===== config.mk =====
export PLATFORM = sky130hd
export DESIGN_NAME = seg_hex_disp
export DESIGN_NICKNAME = d
export VERILOG_FILES = /design/src/rtl/seg_hex_disp.sv
export SDC_FILE = /design/constraint.sdc
export NUM_CORES = 1
export LEC_CHECK = 0
export CORE_ASPECT_RATIO = 1.25
export CORE_UTILIZATION = 53
export CTS_CLUSTER_SIZE = 8
export DETAILED_ROUTE_END_ITERATION = 16
export PLACE_DENSITY_LB_ADDON = 0.25
export SETUP_SLACK_MARGIN = 0.1
export SLEW_MARGIN = 10
export SYNTH_ARGS = -nofsm -noshare
export SYNTH_HDL_FRONTEND = slang
export SYNTH_SLANG_ARGS = --single-unit

===== constraint.sdc =====
create_clock -name clk -period 5.5 [get_ports clk]
set_clock_uncertainty 0.05 [all_clocks]
set_input_delay 1.1 -clock clk [delete_from_list [all_inputs] [get_ports clk]]
set_output_delay 1.1 -clock clk [all_outputs]
set_load 0.01 [all_outputs]

===== src/rtl/seg_hex_disp.sv =====
// Multi-digit seven-segment hex display driver with per-digit decimal point,
// per-digit blink and optional leading-zero blanking. Segments are active-low.
module seg_hex_disp #(
    parameter int NUM_DIGITS = 8,
    parameter int CLK_NUM    = 5000000
) (
    input  logic                    clk,
    input  logic                    rst,
    input  logic [4*NUM_DIGITS-1:0] data,
    input  logic                    load,
    input  logic [NUM_DIGITS-1:0]   dp_en,
    input  logic [NUM_DIGITS-1:0]   blink_en,
    input  logic                    lz_blank,
    output logic [8*NUM_DIGITS-1:0] o_seg,
    output logic                    blink_phase
);

    localparam int CW = (CLK_NUM > 2) ? $clog2(CLK_NUM) : 1;
    localparam logic [CW-1:0] CNT_LAST = CW'(CLK_NUM - 1);

    logic [CW-1:0]             count;
    logic                      loaded;
    logic [4*NUM_DIGITS-1:0]   sh_data;
    logic [NUM_DIGITS-1:0]     sh_dp;
    logic [NUM_DIGITS-1:0]     sh_blink;
    logic [8*NUM_DIGITS-1:0]   seg_next;

    // Active-high segment pattern, bit7=a .. bit1=g, bit0=dp (left clear)
    function automatic logic [7:0] hex_pattern(input logic [3:0] nib);
        case (nib)
            4'h0:    hex_pattern = 8'hFC;
            4'h1:    hex_pattern = 8'h60;
            4'h2:    hex_pattern = 8'hDA;
            4'h3:    hex_pattern = 8'hF2;
            4'h4:    hex_pattern = 8'h66;
            4'h5:    hex_pattern = 8'hB6;
            4'h6:    hex_pattern = 8'hBE;
            4'h7:    hex_pattern = 8'hE0;
            4'h8:    hex_pattern = 8'hFE;
            4'h9:    hex_pattern = 8'hF6;
            4'hA:    hex_pattern = 8'hEE;
            4'hB:    hex_pattern = 8'h3E;
            4'hC:    hex_pattern = 8'h9C;
            4'hD:    hex_pattern = 8'h7A;
            4'hE:    hex_pattern = 8'h9E;
            default: hex_pattern = 8'h8E;
        endcase
    endfunction

    always_ff @(posedge clk or posedge rst) begin
        if (rst) begin
            count       <= '0;
            blink_phase <= 1'b0;
        end else if (count == CNT_LAST) begin
            count       <= '0;
            blink_phase <= ~blink_phase;
        end else begin
            count <= count + 1'b1;
        end
    end

    always_ff @(posedge clk or posedge rst) begin
        if (rst) begin
            loaded   <= 1'b0;
            sh_data  <= '0;
            sh_dp    <= '0;
            sh_blink <= '0;
        end else if (load) begin
            loaded   <= 1'b1;
            sh_data  <= data;
            sh_dp    <= dp_en;
            sh_blink <= blink_en;
        end
    end

    // Walk from the most significant digit down; zero_run stays set while
    // this digit and every digit above it hold a zero nibble.
    always_comb begin : seg_decode
        logic       zero_run;
        logic [3:0] nib;
        seg_next = '1;
        zero_run = 1'b1;
        nib      = '0;
        for (int i = NUM_DIGITS - 1; i >= 0; i--) begin
            nib      = sh_data[4*i +: 4];
            zero_run = zero_run & (nib == 4'h0);
            if (!loaded) begin
                seg_next[8*i +: 8] = 8'hFF;
            end else if (blink_phase && sh_blink[i]) begin
                seg_next[8*i +: 8] = 8'hFF;
            end else if (lz_blank && zero_run && (i != 0)) begin
                seg_next[8*i +: 8] = {7'h7F, ~sh_dp[i]};
            end else begin
                seg_next[8*i +: 8] = ~(hex_pattern(nib) | {7'b0, sh_dp[i]});
            end
        end
    end

    always_ff @(posedge clk or posedge rst) begin
        if (rst) begin
            o_seg <= '1;
        end else begin
            o_seg <= seg_next;
        end
    end

endmodule


==> results.toml <==
[pwr]
p_sw_mw = 0.724
p_int_mw = 2.16
pwr-share-clk = 0.396
p_leak_nw = 3.66
switching_share = 0.251
power_frac_seq = 0.434
ir_drop_mv = 0.195
combinationalPowerShare = 0.170
power_density_nw_per_um2 = 333

[logic_synthesis]
synth-seq-area-share = 0.515
yosysTopAreaCellShare = 0.268
ys_ff_latch = 137
synth_fp_nets = 734
async_reset_ff_frac = 1.00
post-synth-top-count-cell = "nand2_1"
synth_area_um2 = 6810
netlist_top_cells_area = "dfrtp_1 27%, dfstp_2 25%, ha_1 7.5%, mux2_2 5.3%, nand2_1 4.4%"
syn_area_per_cell_um2 = 10.6
synth_edf_count = 0
synth_top_cell_by_area = "dfrtp_1"
ys_types = 55
ys_top_cells_by_count = "80 x nand2_1, 73 x dfrtp_1, 64 x dfstp_2"
syn-instance-count = 641
synthFlopType = "dfrtp_1"
yosys_warnings = 0

[setup_path]
critical_path.max_fanout = 10
worst_setup_path_start_kind = "flop"
crit_required_ns = 4.35
crit_slowest_cell = "clkdlybuf4s50_1"
critPathKind = "flop to output port"
path_cells = "clkdlybuf4s50_1"
end_kind = "output port"
crit_path_max_incr_delay_ns = 0.63
path_delay_family = "buffers and inverters"
arrival_ns = 1.65
worst-path-buf-inv = 1

[timing]
worst_pin_slew_ns = 0.906
period_minus_slack_ns = 2.80
setup_viol = 0
slew_headroom = 0.392
period_share = 0.509
final.setup.tns_ns = 0
whs_ns = 0.349
setup_ws_ns = 2.70
fmaxAchievable_mhz = 357
maxSlewViolCount = 0
final_hold_viol_count = 0
grt_setup_unrepaired = "false"

[floorplan]
die_h_um = 129
fp-row-count = 45
core_area_um2 = 12300
pin_count = 117
start_util = 0.553
die-width_um = 103
dieArea_um2 = 13300

[finish]
drive_gt1_frac = 0.191
multi_input_area_um2 = 3060
fillers = 912
area_growth_pct = 27.2
antenna_cells = 0
num-nets-final = 839
seq_area_um2 = 3510

[clock_tree]
cts_made_buffers = 17
cts_buffer_depth = 2
cts-resized-gates = 0
cts_tree = "built"
root_buffer = "clkbuf_16"
htreeDepth = 4
clkSinkCount = 137
ctsHoldBuffers = 0
post_cts_buffers = 0
clk_latency_ns = 0.42
clk_pin_slew_ns = 0.06

[flow_run]
max-cap-violations = 0

[global_route]
grt_pass1_wl_mm = 24.8
gr-usage-met2 = 0.409
gr-usage-met1 = 0.301
grt_max_degree = 58
met3_usage = 0.0701
first_global_vias = 5053
grt_overflow = 0
grt_busiest_layer = "met2"
antenna_found_initial = 0
track_usage = 0.244

[routing]
dr.first_iter.drc_count = 223
vias_per_cell = 5.57
antenna_left = 0
drc = 0
wl_mm = 15.0
vias = 5145
wl_per_cell_um = 16.2
drt-pass1-iter-count = 6

[placed_design]
pre_cts_slack_ns = 2.52
dp_hpwl_mm = 10.3
gp_congestion = 0.849
io_buffers = 116

[run_status]
status = "finished clean"

[hold_path]
hold_path_class = "flop to flop"
## flip-flops by register name, indices dropped and copies added (netlist names)
register and flops:
o_seg 64, sh_data 32, count 23, sh_blink 8, sh_dp 8, blink_phase 1
loaded 1
## layout make-up
type | instances | share of cell area
Clock buffer | 20 | 0.0515
Clock inverter | 12 | 0.0172
Inverter | 31 | 0.0139
Multi-Input combinational cell | 440 | 0.353
Sequential cell | 137 | 0.405
Tap cell | 164 | 0.0237
Timing Repair Buffer | 119 | 0.136
## through the flow
step	cell area [µm²]	util	cells	total power, mW
2_1_floorplan	6810	-	641	1.51
3_3_place_gp	8080	0.655	891	1.74
3_5_place_dp	8080	0.655	891	1.76
4_1_cts	8670	0.703	923	2.91
5_1_grt	8670	0.703	923	3.02
6_report	8670	0.703	923	2.89
## cell usage in the layout (no fill, tap or decap), types with 7 or more instances in the layout
| cell | n |
|---|---|
| nand2b_1 | 14 |
| inv_1 | 28 |
| nor2b_1 | 16 |
| clkdlybuf4s50_1 | 115 |
| o311ai_0 | 12 |
| xnor2_1 | 9 |
| o21a_1 | 9 |
| dfstp_2 | 64 |
| o21ai_0 | 33 |
| o211ai_1 | 33 |
| nor3_1 | 10 |
| nor2_1 | 21 |
| ha_1 | 41 |
| dfrtp_1 | 73 |
| nand4_1 | 7 |
| mux2_2 | 32 |
| nand3_1 | 32 |
| xor2_1 | 8 |
| a21oi_1 | 17 |
| clkbuf_16 | 17 |
| nand2_1 | 80 |
## worst register-to-register path: cells and delay by family, from the launching register on
kind	cells	cell delay, ns
fa+ha+maj	1	0.19
flops	1	0.42
compound gates	2	0.50
simple gates	2	1.06
buf+inv	1	0.14
## final timing paths
kind | slack, ns | from | cells past startpoint | to
min in group asynchronous | 1.10 | rst | 2 | sh_blink[5]
hold reg to reg | 0.35 | sh_dp[0] | 1 | o_seg[0]
setup reg to reg | 3.01 | sh_data[16] | 6 | o_seg[21]
hold / removal | 0.35 | sh_dp[0] | 1 | o_seg[0]
setup / recovery | 2.70 | blink_phase | 1 | blink_phase
max in group asynchronous | 3.23 | rst | 3 | loaded
## per-layer routing
metal	vias up	wire length, µm	share of wire
li1	2465	-	-
met1	2483	6090	0.41
met2	178	7770	0.52
met3	19	867	0.058
met4	0	219	0.015
met5	-	0	0
## power groups by stage
stage	Sequential (mW)	Clock [mW]	Combinational, mW
floorplan	1.27	0	0.245
global route	1.27	1.21	0.541
finish	1.25	1.14	0.491
CTS	1.25	1.16	0.495
detailed placement	1.27	0	0.489
global placement	1.26	0	0.476
## cell families after synthesis
| logic type | share of synthesized area |
|---|---|
| AO/OA/AOI/OAI | 0.128 |
| XOR/XNOR | 0.0219 |
| adder cells (fa/ha/maj) | 0.0753 |
| buffers and inverters | 0.0356 |
| flip-flops | 0.515 |
| multiplexers | 0.0621 |
| AND/OR/NAND/NOR | 0.163 |
No activity file was read; power rests on OpenSTA's default activity.
